File: config.mk
export PLATFORM = sky130hd
export DESIGN_NAME = bram_stream_reader
export DESIGN_NICKNAME = d
export VERILOG_FILES = /design/src/rtl/bram_stream_reader.sv
export SDC_FILE = /design/constraint.sdc
export NUM_CORES = 1
export LEC_CHECK = 0
export CORE_MARGIN = 4
export CORE_UTILIZATION = 50
export DETAILED_ROUTE_END_ITERATION = 6
export DONT_BUFFER_PORTS = 1
export HOLD_SLACK_MARGIN = 0.03
export SYNTH_ARGS = -nofsm -noshare
export SYNTH_HDL_FRONTEND = slang
export SYNTH_SLANG_ARGS = --single-unit
export TNS_END_PERCENT = 20
File: constraint.sdc
create_clock -name clk -period 3.24 [get_ports clk]
set_clock_uncertainty 0.1 [all_clocks]
set_input_delay 0.324 -clock clk [delete_from_list [all_inputs] [get_ports clk]]
set_output_delay 0.324 -clock clk [all_outputs]
set_load 0.005 [all_outputs]
File: src/rtl/bram_stream_reader.sv
// Plays back a contiguous run of block-RAM words as a valid/ready stream with a last flag.
// Define BRAM_STREAM_READER_LOOP_EN to replay the run continuously until stop.
module bram_stream_reader #(
    parameter int DATA_WIDTH    = 8,
    parameter int ADDRESS_WIDTH = 8
) (
    input  logic                     clk,
    input  logic                     reset_n,
    input  logic                     start,
    input  logic                     stop,
    input  logic [ADDRESS_WIDTH-1:0] base_address,
    input  logic [ADDRESS_WIDTH:0]   length,
    output logic [ADDRESS_WIDTH-1:0] read_address,
    input  logic [DATA_WIDTH-1:0]    read_data,
    output logic [DATA_WIDTH-1:0]    m_data,
    output logic                     m_valid,
    output logic                     m_last,
    input  logic                     m_ready,
    output logic                     busy,
    output logic                     done
);

    typedef enum logic [1:0] {IDLE, RUN, DRAIN} state_t;

    localparam int                   DEPTH    = 4;
    localparam logic [ADDRESS_WIDTH:0] LEN_ZERO = '0;
    localparam logic [ADDRESS_WIDTH:0] LEN_ONE  = (ADDRESS_WIDTH+1)'(1);
    localparam logic [ADDRESS_WIDTH-1:0] ADDR_ONE = ADDRESS_WIDTH'(1);

    state_t                   state;
    logic [DATA_WIDTH-1:0]    fifo_data [DEPTH];
    logic [DEPTH-1:0]         fifo_last;
    logic [1:0]               wr_ptr;
    logic [1:0]               rd_ptr;
    logic [2:0]               count;
    logic                     s1_valid, s1_last;
    logic                     s2_valid, s2_last;
    logic [ADDRESS_WIDTH-1:0] next_address;
    logic [ADDRESS_WIDTH:0]   remaining;
`ifdef BRAM_STREAM_READER_LOOP_EN
    logic [ADDRESS_WIDTH-1:0] base_q;
    logic [ADDRESS_WIDTH:0]   length_q;
`endif

    logic       push;
    logic       pop;
    logic [2:0] occupancy;
    logic       issue_ok;

    assign m_valid   = (count != 3'd0);
    assign m_data    = fifo_data[rd_ptr];
    assign m_last    = m_valid & fifo_last[rd_ptr];
    assign push      = s2_valid;
    assign pop       = m_valid & m_ready;
    // Words in the RAM pipeline are counted as already occupying FIFO space,
    // so a push can never find the FIFO full regardless of back-pressure.
    assign occupancy = count + {2'b00, s1_valid} + {2'b00, s2_valid};
    assign issue_ok  = (occupancy < 3'd4);

    always_ff @(posedge clk) begin
        if (!reset_n) begin
            state        <= IDLE;
            read_address <= '0;
            busy         <= 1'b0;
            done         <= 1'b0;
            for (int i = 0; i < DEPTH; i++) fifo_data[i] <= '0;
            fifo_last    <= '0;
            wr_ptr       <= '0;
            rd_ptr       <= '0;
            count        <= '0;
            s1_valid     <= 1'b0;
            s1_last      <= 1'b0;
            s2_valid     <= 1'b0;
            s2_last      <= 1'b0;
            next_address <= '0;
            remaining    <= '0;
`ifdef BRAM_STREAM_READER_LOOP_EN
            base_q       <= '0;
            length_q     <= '0;
`endif
        end else begin
            done     <= 1'b0;
            s1_valid <= 1'b0;
            s1_last  <= 1'b0;
            s2_valid <= s1_valid;
            s2_last  <= s1_last;
            if (push) begin
                fifo_data[wr_ptr] <= read_data;
                fifo_last[wr_ptr] <= s2_last;
                wr_ptr            <= wr_ptr + 2'd1;
            end
            if (pop) rd_ptr <= rd_ptr + 2'd1;
            count <= count + {2'b00, push} - {2'b00, pop};

            case (state)
                IDLE: begin
                    if (start && !stop) begin
                        if (length == LEN_ZERO) begin
                            done <= 1'b1;
                        end else begin
                            // First read goes out on the start edge itself.
                            read_address <= base_address;
                            s1_valid     <= 1'b1;
                            s1_last      <= (length == LEN_ONE);
                            busy         <= 1'b1;
`ifdef BRAM_STREAM_READER_LOOP_EN
                            base_q       <= base_address;
                            length_q     <= length;
`endif
                            if (length == LEN_ONE) begin
`ifdef BRAM_STREAM_READER_LOOP_EN
                                next_address <= base_address;
                                remaining    <= length;
                                state        <= RUN;
`else
                                state        <= DRAIN;
`endif
                            end else begin
                                next_address <= base_address + ADDR_ONE;
                                remaining    <= length - LEN_ONE;
                                state        <= RUN;
                            end
                        end
                    end
                end
                RUN: begin
                    if (issue_ok) begin
                        read_address <= next_address;
                        s1_valid     <= 1'b1;
                        s1_last      <= (remaining == LEN_ONE);
                        if (remaining == LEN_ONE) begin
`ifdef BRAM_STREAM_READER_LOOP_EN
                            next_address <= base_q;
                            remaining    <= length_q;
`else
                            state        <= DRAIN;
`endif
                        end else begin
                            next_address <= next_address + ADDR_ONE;
                            remaining    <= remaining - LEN_ONE;
                        end
                    end
                end
                DRAIN: begin
                    if (pop && fifo_last[rd_ptr]) begin
                        done  <= 1'b1;
                        busy  <= 1'b0;
                        state <= IDLE;
                    end
                end
                default: state <= IDLE;
            endcase

            if (stop && state != IDLE) begin
                state    <= IDLE;
                busy     <= 1'b0;
                done     <= 1'b0;
                s1_valid <= 1'b0;
                s2_valid <= 1'b0;
                count    <= '0;
                wr_ptr   <= '0;
                rd_ptr   <= '0;
            end
        end
    end

endmodule
==> flow_summary.yaml <==
pwr:
  p_sw_share_pct: 30.3
  clkPwrFrac_pct: 31.2
  comb_power_share_pct: 20.8
  p_int_mw: 1.78
  leakage_nw: 1.67
  p_seq_share_pct: 48.0
  ir_drop_v: 0.000214
  p_sw_uw: 773
  cellPowerDensity_nw_per_um2: 580
floorplanning:
  ioPinCount: 50
  die_area_um2: 9630
  rows: 32
  core_area_um2: 7810
  start_util_pct: 52.0
  die_h_um: 98.1
  die_x_um: 98.1
setup_path:
  crit_fanout: 11
  cp.arrival_ns: 2.70
  cp-start-kind: "flip-flop"
  slowest_stage: "dfxtp_1"
  critical_path.cell_chain: "or2b_1, mux2i_1, buf_4, inv_1, ha_1, and3_1, nand4_1, nor2_1, o311a_1, a31o_1"
  reg2regPathDepth: 10
  crit_type: "flip-flop to flip-flop"
  end_kind: "flip-flop"
  crit_required_ns: 3.40
  cpPeakStageDelay_ns: 0.50
grt:
  grt.overflow.total: 0
  grt_pass1_wl_um: 15000
  grt_pass1_vias: 3010
  grt.total_usage_pct: 19.3
  grt_max_degree: 29
  antenna_found_initial: 0
cells_and_area:
  layout.cells.non_filler: 521
  layout_common_cells: "dfxtp_1 (46), nand2_1 (35), edfxtp_1 (32), and2_1 (31), a21oi_1 (30)"
  final_common_cell: "dfxtp_1"
  final_nets: 458
  areaGrowthSynthToFinish_pct: 8.26
  n_antenna_cell: 0
  drive_gt1_share_pct: 10.7
  final_cell_area_um2: 4400
clocking:
  clkSinkCount: 78
  clock_path_buffers: 2
  cts_tree: "done"
  clockRootBuffer: "clkbuf_8"
  h-tree-depth: 3
  numCtsBuffers: 9
  clkLatencyLatePin_ns: 0.35
  post_cts_buffers: 0
  cts.clk_slew.worst_paths_ns: 0.09
placed_design:
  placed_area_um2: 4160
  io_buffers: 0
  place_inst: 504
  dp_hpwl_um: 6340
  gp_congestion: 0.835
synth:
  synthesis.area_um2: 4060
  ys_ff_latch: 78
  yosys_most_used_dff: "dfxtp_1"
  yosysSeqAreaShare_pct: 46.3
  synthArstFlopShare_pct: 0
  syn-instance-count: 413
  ys_types: 54
  ys_warn_count: 0
  synthesis.area_per_instance_um2: 9.83
  syn_nets: 457
  synth_edf_count: 32
route:
  drt_iter0_drc: 117
  routed_wl_um: 8950
  wire_per_inst_um: 17.2
  vias: 3018
  drtPass1Iterations: 4
  drc: 0
  drtAntennaViolNets: 0
  via_per_inst: 5.79
sta:
  final-max-slew-violation-count: 0
  fmax_mhz: 393
  hold_viol: 0
  tns_ns: 0
  final-setup-viol-count: 0
  post-route-period-util_pct: 78.6
  finalCriticalPeriod_ns: 2.55
  rsz0062_at_grt: "no"
  slew_headroom_pct: 49.2
  worst_pin_slew_ns: 0.755
run_status:
  status: "finished clean"
worst_hold_path:
  worstHoldPathType: "input port to flip-flop"
  worstHoldPathCells: 2
job:
  maxCapViolations: 0
==> layout make-up <==
| cell class | count | area (µm²) |
|---|---|---|
| Clock buffer | 13 | 203 |
| Clock inverter | 3 | 21.3 |
| Tap cell | 102 | 128 |
| Multi-Input combinational cell | 298 | 2010 |
| Timing Repair Buffer | 12 | 92.6 |
| Inverter | 15 | 56.3 |
| Fill cell | 722 | 3410 |
| Sequential cell | 78 | 1880 |
==> what timing repair did <==
| action | 4_1_cts | 5_1_grt |
|---|---|---|
| gates resized for setup | 0 | 0 |
| hold buffers | 1 | 0 |
| endpoints found under the hold margin | 6 | 0 |
==> stage by stage <==
| stage | setup slack, ns | total power [mW] | hold slack, ns | util (%) |
|---|---|---|---|---|
| floorplan | 0.716 | 1.67 | 0.312 | - |
| detailed placement | 0.730 | 1.78 | 0.323 | 53.3 |
| CTS | 0.717 | 2.58 | 0.0354 | 56.3 |
| global route | 0.473 | 2.70 | 0.0464 | 56.3 |
| global placement | 0.776 | 1.77 | 0.329 | 53.3 |
| finish | 0.695 | 2.55 | 0.0492 | 56.3 |
==> power groups by stage <==
| stage | clock (mW) | combinational, mW | sequential (mW) |
|---|---|---|---|
| floorplan | 0 | 0.475 | 1.19 |
| global placement | 0 | 0.522 | 1.25 |
| CTS | 0.812 | 0.537 | 1.23 |
| finish | 0.795 | 0.531 | 1.22 |
| detailed placement | 0 | 0.533 | 1.25 |
| global route | 0.853 | 0.600 | 1.25 |
==> synth_stat cells, drive strengths merged (3+ instances only) <==
cell | number | share of area (%)
a211oi | 7 | 1.3
xor2 | 3 | 0.65
buf | 12 | 1.8
mux2i | 4 | 0.99
a21o | 3 | 0.55
nor2 | 28 | 2.6
a31oi | 12 | 2.0
a311oi | 3 | 1.1
nand2 | 35 | 3.2
ha | 13 | 4.0
o21ai | 20 | 2.5
a211o | 4 | 0.86
o211ai | 5 | 0.92
inv | 15 | 1.4
edfxtp | 32 | 24
xnor2 | 8 | 1.7
and2 | 31 | 4.8
and3 | 16 | 2.5
nor3 | 11 | 1.4
nand3 | 15 | 1.8
clkbuf | 10 | 0.92
nor2b | 4 | 0.62
nor4 | 6 | 1.2
nand3b | 4 | 0.74
a21oi | 31 | 3.9
mux4 | 9 | 5.0
dfxtp | 46 | 23
nand2b | 5 | 0.77
==> sequential cells by signal (all words and copies together), names as in the netlist, named ones only <==
signal and cells:
fifo_last 4, s1_last 1, s1_valid 1, push 1, count 3, done 1, wr_ptr 2, next_address 8
rd_ptr 2, fifo_data 32, state 2, remaining 9, s2_last 1, read_address 8, busy 1
==> cells by family after synthesis <==
kind of cell	share of synthesized area, %
XOR/XNOR	2.37
adder cells (fa/ha/maj)	4.50
AND/OR/NAND/NOR	21.3
buffers and inverters	4.07
AO/OA/AOI/OAI	15.2
flip-flops	46.3
multiplexers	6.25
==> routing by layer <==
layer,track usage [%],share of wire [%],vias up
li1,-,-,1500
met3,5.00,6.0,10
met4,6.18,1.4,0
met1,24.7,44,1445
met5,0,0,-
met2,32.2,48,63
==> critical path, delay by kind of cell (launching register included) <==
kind | cells | cell delay [ns]
compound gates | 2 | 0.49
flops | 1 | 0.50
mux | 1 | 0.16
buf+inv | 2 | 0.22
simple gates | 4 | 0.69
fa+ha+maj | 1 | 0.28
==> path summary, 6_finish.rpt <==
kind | from | endpoint | slack [ns]
setup reg to reg | state[0]$_SDFFE_PP0P_ | next_address[6]$_SDFFE_PN0P_ | 0.69
hold / removal | base_address[6] | read_address[6]$_SDFFE_PN0P_ | 0.05
setup / recovery | state[0]$_SDFFE_PP0P_ | next_address[6]$_SDFFE_PN0P_ | 0.69
hold reg to reg | s1_last$_SDFF_PN0_ | s2_last$_SDFF_PN0_ | 0.33
No activity file was read; power rests on OpenSTA's default activity.
